File: src/rtl/dmem_run_ctrl.sv
// Run sequencer and data-memory arbiter: the host owns dataMem while the core is held,
// the core owns it while running, and the run ends on core_done or a watchdog timeout.
module dmem_run_ctrl #(
    parameter int              AW         = 8,
    parameter int              DW         = 8,
    parameter int              CW         = 16,
    parameter logic [CW-1:0]   MAX_CYCLES = 16'd4095
) (
    input  logic          clk,
    input  logic          reset,
    input  logic          start,
    input  logic          host_req,
    input  logic          host_we,
    input  logic [AW-1:0] host_addr,
    input  logic [DW-1:0] host_wdata,
    output logic          host_gnt,
    output logic [DW-1:0] host_rdata,
    output logic          host_rvalid,
    output logic          core_run,
    input  logic          core_done,
    input  logic          core_mem_we,
    input  logic [AW-1:0] core_mem_addr,
    input  logic [DW-1:0] core_mem_wdata,
    output logic [DW-1:0] core_mem_rdata,
    output logic          mem_we,
    output logic [AW-1:0] mem_addr,
    output logic [DW-1:0] mem_wdata,
    input  logic [DW-1:0] mem_rdata,
    output logic          busy,
    output logic          run_done,
    output logic          timeout,
    output logic [CW-1:0] cycle_count
);

    typedef enum logic [1:0] {
        IDLE = 2'd0,
        RUN  = 2'd1,
        HALT = 2'd2
    } stateType;

    stateType      state;
    stateType      stateNext;
    logic          inRun;
    logic [CW-1:0] cycleInc;
    logic          watchdogHit;
    logic          startRun;

    assign inRun       = (state == RUN);
    assign cycleInc    = cycle_count + CW'(1);
    assign watchdogHit = (cycleInc == MAX_CYCLES);
    assign startRun    = start && !inRun;

    assign core_run = inRun;
    assign busy     = inRun;

    // Host and core never share the port: ownership flips purely on the state register.
    assign mem_we         = inRun ? core_mem_we    : (host_req & host_we);
    assign mem_addr       = inRun ? core_mem_addr  : host_addr;
    assign mem_wdata      = inRun ? core_mem_wdata : host_wdata;
    assign core_mem_rdata = mem_rdata;
    assign host_gnt       = host_req & !inRun;

    always_comb begin
        // NOTE: next state defaults to the current state so no path leaves it unassigned (no latch).
        stateNext = state;
        case (state)
            IDLE:    if (start) stateNext = RUN;
            RUN:     if (core_done || watchdogHit) stateNext = HALT;
            HALT:    if (start) stateNext = RUN;
            default: stateNext = IDLE;
        endcase
    end

    // NOTE: sequential state uses non-blocking assignments so every register samples pre-edge values.
    always_ff @(posedge clk or negedge reset) begin
        if (!reset) begin
            state <= IDLE;
        end else begin
            state <= stateNext;
        end
    end

    always_ff @(posedge clk or negedge reset) begin
        if (!reset) begin
            cycle_count <= '0;
            run_done    <= 1'b0;
            timeout     <= 1'b0;
        end else if (startRun) begin
            cycle_count <= '0;
            run_done    <= 1'b0;
            timeout     <= 1'b0;
        end else if (inRun) begin
            cycle_count <= cycleInc;
            // done takes priority over a watchdog firing on the same edge
            if (core_done) begin
                run_done <= 1'b1;
            end else if (watchdogHit) begin
                timeout <= 1'b1;
            end
        end
    end

    always_ff @(posedge clk or negedge reset) begin
        if (!reset) begin
            host_rdata  <= '0;
            host_rvalid <= 1'b0;
        end else begin
            host_rvalid <= host_gnt & !host_we;
            if (host_gnt && !host_we) begin
                host_rdata <= mem_rdata;
            end
        end
    end

endmodule

File: config.mk
export PLATFORM = sky130hd
export DESIGN_NAME = dmem_run_ctrl
export DESIGN_NICKNAME = d
export VERILOG_FILES = /design/src/rtl/dmem_run_ctrl.sv
export SDC_FILE = /design/constraint.sdc
export NUM_CORES = 1
export LEC_CHECK = 0
export ABC_AREA = 1
export CORE_MARGIN = 2
export CORE_UTILIZATION = 35
export DETAILED_ROUTE_END_ITERATION = 8
export GPL_TIMING_DRIVEN = 0
export HOLD_SLACK_MARGIN = 0.08
export MAX_ROUTING_LAYER = met4
export PLACE_DENSITY = 0.74
export REMOVE_ABC_BUFFERS = 1
export SETUP_SLACK_MARGIN = 0.2
export SYNTH_ARGS = -nofsm -noshare
export SYNTH_HDL_FRONTEND = slang
export SYNTH_SLANG_ARGS = --single-unit
export TNS_END_PERCENT = 1
File: constraint.sdc
create_clock -name clk -period 1.6 [get_ports clk]
set_input_delay 0.32 -clock clk [delete_from_list [all_inputs] [get_ports clk]]
set_output_delay 0.32 -clock clk [all_outputs]
set_load 0.005 [all_outputs]
==> impl_metrics.ini, run 1 <==
[cells_and_area]
layoutNonFillerInstCount = 465
postLayoutCoreUtil_pct = 62.4
layout-drive-gt1-share_pct = 25.1
final_common_cell = nand2_1
nets = 443
final_cell_mix = nand2_1 (114), clkdlybuf4s50_1 (45), dlygate4sd2_1 (32)
antenna_cells = 0
nFillCells = 474
area_growth_pct = 72.1

[placement]
placedCellCount = 437
portBuffers = 101
dpl.hpwl_um = 4040
place_congestion = 0.853

[sta]
slew_viol_final = 0
period_minus_slack_ps = 1740
setup_slack_ps = -139
worst_pin_slew_ps = 643
slew_headroom_pct = 57.1
rsz0062_at_grt = yes
finalSetupViolCount = 22
period_share_pct = 109
hold_violations = 0
skew_ps = 9.65
fmax_mhz = 575

[outcome]
status = finished with violations
violations = negative setup slack

[route]
first_pass_iters = 4
routed_wirelength_um = 5750
viasPerCell = 4.68
antenna_left = 0
drt_iter0_drc = 126
vias = 2174
wl_per_cell_um = 12.4
drc = 0

[global_route]
antenna_found_initial = 0
gr-total-overflow = 0
grt_max_degree = 30
grtUsageTotal_pct = 21.0
grt_pass1_vias = 2183
grt_pass1_wl_um = 9900

[critical_path]
cpPeakStageDelay_ps = 360
cp.required_ps = 1280
arrival_ps = 1420
crit_chain = inv_2, nor2_4, buf_6, buf_12, clkinv_16, nand2_2, nand2_2, buf_2
crit_path_start = state[0]
worstPathMaxFanout = 7
critPathMostFrequentCell = nand2_2
crit_path_end_kind = output port
cpLargestDelayFamily = buffers and inverters
criticalPathCategory = reg -> out
crit_cells = 8
startpoint_type = flop
r2r-start = cycle_count[1]
rr_worst_depth = 12
crit_slowest_cell = dfrtp_1
path_buf_inv = 5

[clock_tree]
insertion_delay_ps = 290
clk_pin_slew_ps = 70
clock-sinks = 29
cts_tree = built
h-tree-depth = 2
cts_root_buf = clkbuf_8
cts_inserted_buffers = 5
cts.hold.buffers_added = 0
cts_buffer_depth = 2

[floorplanning]
start_util_pct = 36.3
die_w_um = 77.0
die_h_um = 77.0
io_pins = 102
core_region_area_um2 = 5140
die_area_um2 = 5930
rows = 26

[worst_hold_path]
min_path_type = in -> async

[synthesis]
synth_area_leaders = dfrtp_1 (39%), nand2_1 (26%), inv_1 (5.0%)
yosys.area.top_type = dfrtp_1
avgSynthCellArea_um2 = 6.66
ys_seq_area_share_pct = 38.9
ys_warn_count = 0
synthCells = 280
syn_area_um2 = 1860
synth_top_area_share_pct = 38.9
ys_ff_latch = 29
ys_types = 22

[power_and_ir_drop]
power_density_nw_per_um2 = 1110
max-vdd-ir-drop_uv = 617
power_leakage_nw = 1.58

[run]
drv_cap = 0
==> routing by layer <==
metal	global-route usage (%)	up-vias	wire, um	part of all wire [%]
li1	-	1091	-	-
met1	24.6	966	2300	40
met2	36.5	108	2950	51
met3	3.65	9	384	6.7
met4	7.32	0	112	1.9
met5	-	-	0	0
==> registers in the layout, summed over array words and instances (netlist names) <==
signal	cells
cycle_count	16
timeout	1
run_done	1
host_rdata	8
host_rvalid	1
state	2
==> synthesized netlist by cell type <==
cell / n
a22o_1: 1
buf_4: 9
buf_6: 2
clkbuf_1: 4
clkinv_1: 1
dfrtp_1: 29
ha_1: 2
inv_1: 25
inv_2: 2
nand2_1: 131
nand2_2: 4
nand2_4: 1
nand3_1: 13
nand4_1: 6
nor2_1: 20
nor2_2: 6
nor2_4: 1
nor2_8: 1
nor3_1: 1
o21ai_0: 12
o21ai_1: 1
o22ai_1: 8
==> path summary, 6_finish.rpt <==
check | to | slack, ps
max | mem_wdata[1] | -140
min | cycle_count[4] | 50
max reg2reg | state[0] | -90
min reg2reg | host_rdata[6] | 470
max in group asynchronous | cycle_count[8] | 1090
min in group clk | host_rdata[6] | 470
==> per-stage QoR <==
step	TNS [ps]	worst slack [ps]	area (um2)	hold WS [ps]	total power, mW
after floorplan	-43170	-1290	1760	24.4	1.49
after global placement	-103820	-2750	2860	441	2.39
after detailed placement	-44740	-1380	2880	447	2.43
after CTS	-2300	-137	3140	441	3.49
after global routing	-4130	-238	3210	110	3.79
final	-2350	-139	3210	45.6	3.55
==> final cells by class <==
type	instances	area (um2)	share of cell area, %
clock buffer	5	68.8	2.14
clock inverter	3	46.3	1.44
inverter	28	136	4.25
multi-input combinational	208	1030	32.0
sequential	29	733	22.8
tap	70	87.6	2.73
timing repair buffer	120	1080	33.6
timing repair inverter	2	32.5	1.01
==> cell families (layout without fill, tap and decap cells) <==
logic type                 count (synthesis)  in the layout  share of synthesized area (%)
buffers and inverters                     43            158                           11.3
and+or+nand+nor                          184            184                           41.8
AOI/OAI and AO/OA                         22             22                           6.64
adders and majority gates                  2              2                           1.34
DFF                                       29             29                           38.9
==> report_power, final <==
| group | internal (mW) | leakage [nW] | switching [mW] |
|---|---|---|---|
| sequential | 0.874 | 0.376 | 0.105 |
| combinational | 0.915 | 1.15 | 0.873 |
| clock | 0.466 | 0.0543 | 0.319 |
| total | 2.25 | 1.58 | 1.30 |
==> repair_timing <==
action                                  4_1_cts  5_1_grt
gates resized for setup                     149       23
pin swaps                                     4        7
endpoints found under the setup margin      113       50
hold endpoints to repair                      0        0
cloned                                        2        0
setup buffers                                14        4
No activity file was read; power rests on OpenSTA's default activity.
==> run 2, diff against run 1 <==
--- a/config.mk
+++ b/config.mk
@@ -7,12 +7,12 @@
 export LEC_CHECK = 0
 export ABC_AREA = 1
 export CORE_MARGIN = 2
-export CORE_UTILIZATION = 35
+export CORE_UTILIZATION = 39
 export DETAILED_ROUTE_END_ITERATION = 8
 export GPL_TIMING_DRIVEN = 0
 export HOLD_SLACK_MARGIN = 0.08
 export MAX_ROUTING_LAYER = met4
-export PLACE_DENSITY = 0.74
+export PLACE_DENSITY = 0.79
 export REMOVE_ABC_BUFFERS = 1
 export SETUP_SLACK_MARGIN = 0.2
 export SYNTH_ARGS = -nofsm -noshare
==> constraint.sdc (replaced) <==
create_clock -name clk -period 1.8 [get_ports clk]
set_input_delay 0.36 -clock clk [delete_from_list [all_inputs] [get_ports clk]]
set_output_delay 0.36 -clock clk [all_outputs]
set_load 0.005 [all_outputs]
==> impl_metrics.ini, run 2 (synthesis gave the netlist of run 1 again) <==
[outcome]
status = finished with violations
violations = negative setup slack

[sta]
finalSetupViolCount = 1
holdWs_ps = 87.7
period_minus_slack_ps = 1810
setup_slack_ps = -13.9
fin_setup_tns_ps = -13.9
hold_violations = 0
slew_headroom_pct = 57.0
period_share_pct = 101
fmax_mhz = 551
rsz0062_at_grt = yes
slew_viol_final = 0
worst_pin_slew_ps = 646
skew_ps = 5.71

[route]
drt_iter0_drc = 92
viasPerCell = 4.95
drc = 0
first_pass_iters = 4
wl_per_cell_um = 12.6
routed_wirelength_um = 5620
vias = 2208
antenna_left = 0

[cells_and_area]
final_cell_mix = nand2_1 (121), clkdlybuf4s50_1 (61), inv_1 (23), dfrtp_1 (23), dlymetal6s2s_1 (19)
layoutNonFillerInstCount = 446
postLayoutCoreUtil_pct = 70.1
nets = 440
largest_reg_flops = 16
area_growth_pct = 75.2
antenna_cells = 0
final_common_cell = nand2_1
layout-drive-gt1-share_pct = 23.0
top_regs = cycle_count: 16 flops, host_rdata: 8 flops, state: 2 flops
nFillCells = 359
largest-register = cycle_count
postLayoutCellArea_um2 = 3270

[clock_tree]
insertion_delay_ps = 290
cts_inserted_buffers = 5
cts_tree = built
clk_pin_slew_ps = 70
cts.hold.buffers_added = 0
cts_root_buf = clkbuf_8
clock-sinks = 29
h-tree-depth = 2
cts_buffer_depth = 2

[power_and_ir_drop]
max-vdd-ir-drop_uv = 621
seq_power_share_pct = 26.5
swShare_pct = 34.5
internal_power_mw = 2.14
p_comb_share_pct = 51.6
power_density_nw_per_um2 = 1000
clkPwrFrac_pct = 21.9
switchingPower_mw = 1.13
power_leakage_nw = 1.74
power.total_mw = 3.27

[critical_path]
crit_path_end_kind = output port
cp.required_ps = 1440
worstPathMaxFanout = 4
crit_chain = nor2_4, buf_12, buf_12, nor2_4, a22o_1, buf_2
startpoint_type = flop
path_buf_inv = 3
crit_slowest_cell = dfrtp_1
cpPeakStageDelay_ps = 410
arrival_ps = 1450
criticalPathCategory = reg -> out
cpLargestDelayFamily = flip-flops

[worst_hold_path]
min_path_type = in -> async

[floorplanning]
die_h_um = 73.1
start_util_pct = 40.0
io_pins = 102
rows = 25
die_area_um2 = 5350
core_region_area_um2 = 4660
die_w_um = 73.1

[placement]
placedCellCount = 421
dpl.hpwl_um = 3990
pre_cts_ws_ps = -1140
portBuffers = 101
placed_area_um2 = 2860
place_congestion = 0.895

[global_route]
grt_pass1_wl_um = 9270
grtUsageTotal_pct = 23.2
grt_max_degree = 30
antenna_found_initial = 0
gr-total-overflow = 0
grt_pass1_vias = 2085

[run]
drv_cap = 0
## run 2: changes by cell type in the layout (fill, tap and decap cells not counted), sizes merged, moves of 2 or more
cell and delta:
dlymetal6s2s +19, clkdlybuf4s50 +16, clkdlybuf4s15 -4, buf -4, dlygate4sd2 -31, clkbuf +2
## run 2: layout make-up
cell class	instances	area, um2	area share, %
multi-input cells	208	1010	31.1
clock inverters	2	37.5	1.15
clock buffers	6	82.6	2.53
flip-flops and latches	29	733	22.5
repair inverters	2	32.5	0.996
well taps	54	67.6	2.07
inverters	28	125	3.83
repair buffers	117	1170	35.9
## run 2: timing repair
action	in CTS	in global routing
pin swaps	2	9
buffers inserted	12	2
setup endpoints to repair	94	69
gates cloned	3	0
resized for setup	94	53
hold endpoints to repair	0	0
## run 2: path summary, 6_finish.rpt
path | from | endpoint | slack [ps] | depth (start not counted)
max | state[1] | mem_we | -10 | 6
min | reset | cycle_count[4] | 90 | 1
max reg2reg | state[0] | host_rdata[3] | 110 | 10
min reg2reg | host_rdata[2] | host_rdata[2] | 470 | 2
max in group asynchronous | reset | cycle_count[5] | 1250 | 1
min in group clk | host_rdata[2] | host_rdata[2] | 470 | 2
## run 2: power by group through the flow
stage          registers, mW  logic (mW)  clock network, mW
6_report               0.866        1.69              0.715
4_1_cts                0.879        1.58              0.728
2_1_floorplan          0.874       0.449                  0
3_3_place_gp           0.873        1.24                  0
3_5_place_dp           0.877        1.27                  0
5_1_grt                0.881        1.83              0.751
## run 2: metal layers
metal  track usage [%]  vias up  wire length (um)
met5                 -        -                 0
met4              7.82        0                89
met3              5.52        8               320
met2              39.9       85              2920
met1              26.2     1012              2290
li1                  -     1103                 -
## run 2: worst register-to-register path, delay by kind of cell, from the launching register on
family / cells / cell delay, ps
buffers and inverters: 5 / 620
DFF: 1 / 380
and+or+nand+nor: 5 / 580
